**src/rtl/arm_imm_encoder.sv**
```systemverilog
// Searches for the lowest-rotation ARM data-processing immediate {rot, imm8}
// that expands to a captured 32-bit constant, PER_CYCLE rotations per cycle.
module arm_imm_encoder #(
    parameter int PER_CYCLE = 1
) (
    input  logic        clk,
    input  logic        rst_n,
    input  logic        in_valid,
    output logic        in_ready,
    input  logic [31:0] in_value,
    output logic        out_valid,
    input  logic        out_ready,
    output logic        out_ok,
    output logic [11:0] out_imm12
);

    typedef enum logic [1:0] {IDLE, SEARCH, RESULT} state_t;

    state_t      state_q, state_d;
    logic [31:0] value_q, value_d;
    logic [4:0]  rot_base_q, rot_base_d;
    logic        ok_q, ok_d;
    logic [11:0] imm12_q, imm12_d;

    if (PER_CYCLE != 1 && PER_CYCLE != 2 && PER_CYCLE != 4 &&
        PER_CYCLE != 8 && PER_CYCLE != 16) begin : g_bad_per_cycle
        $error("arm_imm_encoder: PER_CYCLE must be 1, 2, 4, 8 or 16");
    end

    logic [PER_CYCLE-1:0] hit;
    logic [31:0]          cand    [PER_CYCLE];
    logic [3:0]           rot_idx [PER_CYCLE];

    // One rotate-left-by-2r candidate per lane of the current group.
    for (genvar gi = 0; gi < PER_CYCLE; gi++) begin : g_lane
        logic [4:0] shamt;
        assign rot_idx[gi] = rot_base_q[3:0] + 4'(gi);
        assign shamt       = {rot_idx[gi], 1'b0};
        assign cand[gi]    = (value_q << shamt) | (value_q >> (6'd32 - {1'b0, shamt}));
        assign hit[gi]     = (cand[gi][31:8] == 24'd0);
    end

    logic        sel_hit;
    logic [11:0] sel_imm;
    logic        last_group;

    // Scan from the top lane down so the lowest hitting rotation wins.
    always_comb begin
        sel_hit = 1'b0;
        sel_imm = 12'h000;
        for (int i = PER_CYCLE - 1; i >= 0; i--) begin
            if (hit[i]) begin
                sel_hit = 1'b1;
                sel_imm = {rot_idx[i], cand[i][7:0]};
            end
        end
    end

    assign last_group = ((rot_base_q + 5'(PER_CYCLE)) == 5'd16);

    always_comb begin
        state_d    = state_q;
        value_d    = value_q;
        rot_base_d = rot_base_q;
        ok_d       = ok_q;
        imm12_d    = imm12_q;
        case (state_q)
            IDLE: begin
                if (in_valid) begin
                    value_d    = in_value;
                    rot_base_d = 5'd0;
                    ok_d       = 1'b0;
                    imm12_d    = 12'h000;
                    state_d    = SEARCH;
                end
            end
            SEARCH: begin
                if (sel_hit) begin
                    ok_d    = 1'b1;
                    imm12_d = sel_imm;
                    state_d = RESULT;
                end else if (last_group) begin
                    ok_d    = 1'b0;
                    imm12_d = 12'h000;
                    state_d = RESULT;
                end else begin
                    rot_base_d = rot_base_q + 5'(PER_CYCLE);
                end
            end
            RESULT: begin
                if (out_ready) begin
                    state_d = IDLE;
                end
            end
            default: state_d = IDLE;
        endcase
    end

    always_ff @(posedge clk or negedge rst_n) begin
        if (!rst_n) begin
            state_q    <= IDLE;
            value_q    <= 32'd0;
            rot_base_q <= 5'd0;
            ok_q       <= 1'b0;
            imm12_q    <= 12'h000;
        end else begin
            state_q    <= state_d;
            value_q    <= value_d;
            rot_base_q <= rot_base_d;
            ok_q       <= ok_d;
            imm12_q    <= imm12_d;
        end
    end

    assign in_ready  = (state_q == IDLE);
    assign out_valid = (state_q == RESULT);
    assign out_ok    = ok_q;
    assign out_imm12 = imm12_q;

endmodule

```
**config.mk**
```make
export PLATFORM = sky130hd
export DESIGN_NAME = arm_imm_encoder
export DESIGN_NICKNAME = d
export VERILOG_FILES = /design/src/rtl/arm_imm_encoder.sv
export SDC_FILE = /design/constraint.sdc
export NUM_CORES = 1
export LEC_CHECK = 0
export ABC_AREA = 1
export CAP_MARGIN = 20
export CORE_ASPECT_RATIO = 1.25
export CORE_MARGIN = 4
export CORE_UTILIZATION = 55
export CTS_BUF_LIST = sky130_fd_sc_hd__clkbuf_4 sky130_fd_sc_hd__clkbuf_8 sky130_fd_sc_hd__clkbuf_16
export CTS_CLUSTER_DIAMETER = 40
export DETAILED_ROUTE_END_ITERATION = 12
export PLACE_DENSITY = 0.82
export SYNTH_ARGS = -nofsm -noshare
export SYNTH_HDL_FRONTEND = slang
export SYNTH_SLANG_ARGS = --single-unit
export TNS_END_PERCENT = 10
```
**constraint.sdc**
```tcl
create_clock -name clk -period 5 [get_ports clk]
set_input_delay 1.25 -clock clk [delete_from_list [all_inputs] [get_ports clk]]
set_output_delay 1.25 -clock clk [all_outputs]
set_load 0.03 [all_outputs]
```
==> results_dict.tcl <==
set metrics [dict create \
    hold_depth 2 \
    syn-cell-area_um2 4140 \
    synthSimpleGateAreaFrac 0.448 \
    grt_pass1_vias 4179 \
    via_per_inst 6.02 \
    holdPathEnd "out_imm12[2]" \
    synth_warnings 0 \
    crit_type "flop to flop" \
    fin_cells 745 \
    synth_mux_area_frac 0.0843 \
    cts_made_buffers 5 \
    cts_resized 0 \
    io_buffers 50 \
    setup_slack_ns 1.56 \
    r2r_start "rot_base_q[0]" \
    fin_crit_ns 3.44 \
    clockRootBuffer "clkbuf_8" \
    power_density_nw_per_um2 792 \
    firstDrtPassIters 5 \
    rr_endpoint "out_imm12[3]" \
    synthArstFlopShare 1.00 \
    gp_congestion 0.963 \
    critPathCaptureType "flop" \
    clkLatencyLatePin_ns 0.30 \
    antenna_left 0 \
    maxCapViolCount 0 \
    synth-edff-count 0 \
    wl_per_cell_um 16.1 \
    cts_buffer_depth 2 \
    slew_viol_final 0 \
    fin_skew_ns 0.00492 \
    synth_seq_cells 52 \
    crit_required_ns 5.20 \
    power.leakage_nw 2.36 \
    rows 35 \
    synth_fa_ha_area_frac 0.00604 \
    vdd_drop_max_mv 0.383 \
    crit_path_start "rot_base_q[0]" \
    syn_inst 621 \
    finalNetCount 691 \
    hold_class "flop to flop" \
    cts_setup_buffers 0 \
    place_ws_ns 1.60 \
    setup_viol 0 \
    layout-drive-gt1-share 0.0919 \
    synth_compound_area_frac 0.0737 \
    grt_max_degree 53 \
    stdcell_area_um2 4720 \
    cts.clk_slew.worst_paths_ns 0.09 \
    clkSinkCount 52 \
    rrSetupSlack_ns 1.56 \
    cts_htree_levels 2 \
    hold_viol_final 0 \
    avgSynthCellArea_um2 6.67 \
    grt_overflow 0 \
    startpoint_type "flop" \
    cts_tree "done" \
    synth_top_family_by_area "simple AND/OR/NAND/NOR gates" \
    syn-num-nets 659 \
    fin_setup_tns_ns 0 \
    power.total_mw 3.74 \
    crit_fanout 37 \
    die_h_um 105 \
    grt_use_total 0.269 \
    antenna_cells 0 \
    initial_core_util 0.563 \
    drt-initial-drc-count 443 \
    synth-main-ff-cell "dfrtp_1" \
    dieArea_um2 8990 \
    io_pins 51 \
    yosysSeqAreaShare 0.314 \
    clock.fmax_ghz 0.290 \
    fin_crit_sh 0.689 \
    hold_start "out_imm12[2]" \
    antenna_found_initial 0 \
    synth_cell_types 32 \
    die_x_um 85.6 \
    cp.arrival_ns 3.64 \
    place_hpwl_um 8910 \
    r2r_cells 19 \
    wl_um 12000 \
    status "finished, final reports clean" \
    grt_pass1_wl_um 19800 \
    core_area_um2 7360 \
    slew_headroom 0.270 \
    cts.hold.buffers_added 0 \
    rsz0062_at_grt "false" \
    synth_xor_xnor_area_share 0.00816 \
    vias 4483 \
    placed_cell_area_um2 4620 \
    area_growth_pct 14.1 \
    route.detailed.drc 0 \
    worstMarginPinSlew_ns 1.09 \
    dp_cells 737 \
]
[metrics by stage]
stage	util	hold WS, ns
after floorplan	-	0.490
after global placement	0.628	0.454
after detailed placement	0.628	0.459
after CTS	0.639	0.483
after global routing	0.642	0.497
final	0.642	0.483
[cells in the mapped netlist (all sizes together) (4+ instances only)]
cell type / n / area [µm²]
a21oi: 15 / 75.1
inv: 20 / 75.1
o211ai: 4 / 30.0
nand3: 115 / 581
nand2: 248 / 948
and2: 4 / 25.0
dfrtp: 52 / 1300
o311ai: 6 / 52.6
buf: 25 / 156
nor2: 32 / 135
nand4: 19 / 119
mux2: 31 / 349
o21ai: 21 / 105
clkbuf: 9 / 33.8
nor3: 6 / 30.0
[routing by layer]
metal  track usage  vias to the layer above  part of all wire
li1              -                     2159                 -
met1         0.352                     2107              0.42
met2         0.462                      191              0.50
met3        0.0347                       26             0.063
met4        0.0747                        0             0.019
met5             0                        -                 0
[how the worst max path moves through the flow]
| stage | endpoint | slack [ns] | cells after the start |
|---|---|---|---|
| after floorplan | out_imm12[0] | 2.45 | 18 |
| after global placement | out_imm12[1] | 1.76 | 19 |
| after global routing | out_imm12[7] | 1.20 | 20 |
| after CTS | out_imm12[3] | 1.59 | 19 |
| after detailed placement | out_imm12[3] | 1.60 | 19 |
| final | out_imm12[3] | 1.56 | 19 |
[state kept, by name, indices dropped and copies added (netlist names)]
signal / cells
out_ok: 1
value_q: 32
rot_base_q: 5
state_q: 2
out_imm12: 12
[area by class of cell]
class | instances | area [µm²]
clock inverter | 1 | 5.00
multi-input combinational | 513 | 2570
clock buffer | 6 | 76.3
inverter | 22 | 82.6
fill | 706 | 2640
timing repair buffer | 59 | 576
sequential | 52 | 1300
tap | 92 | 115
[critical path, cell delays in order (launching register included)]
cell     delay, ns
dfrtp_1       0.39
inv_2         0.05
buf_4         0.34
ha_1          0.31
inv_1         0.37
buf_4         0.29
nand3_1       0.08
and2_1        0.15
nor2_1        0.10
nand2_1       0.06
nand2_1       0.06
nand3_1       0.07
nand2_1       0.06
nand2_1       0.08
nor2_4        0.28
nand2_4       0.13
nand2_4       0.12
nand2_2       0.17
nand2_1       0.12
nand2_1       0.06
[cell families after synthesis]
| logic type | Yosys count |
|---|---|
| compound gates | 51 |
| mux | 31 |
| fa+ha+maj | 2 |
| simple gates | 426 |
| xor+xnor | 3 |
| flops | 52 |
| buf+inv | 56 |
[cell usage in the layout (no fill, tap or decap)]
cell,netlist,final
a21oi_1,15,15
clkdlybuf4s50_1,0,49
inv_1,15,15
nand2_2,1,1
nor2_1,30,30
nand4_1,19,19
ha_1,2,2
dfrtp_1,52,52
nand2_4,2,2
xnor2_1,2,2
o21ai_1,4,4
buf_12,0,1
buf_4,3,8
buf_2,17,1
clkbuf_4,0,1
mux2_2,31,31
nand2_1,245,245
o2111ai_1,3,3
o21ai_0,17,17
xor2_2,1,1
nand3_2,1,1
o311ai_0,6,6
clkinv_1,2,2
o211ai_1,4,4
a311oi_1,1,1
inv_2,5,5
clkinv_2,0,1
clkbuf_8,0,5
o31ai_1,1,1
nand3b_1,2,2
nor3_1,6,6
nor2_4,2,2
and2_1,4,4
nand3_1,114,114
[report_power, final]
| group | total (mW) | internal [mW] | switching [mW] |
|---|---|---|---|
| Combinational | 2.77 | 0.915 | 1.85 |
| Clock | 0.233 | 0.101 | 0.133 |
| Sequential | 0.738 | 0.578 | 0.160 |
(Power assumes the default switching activity.)
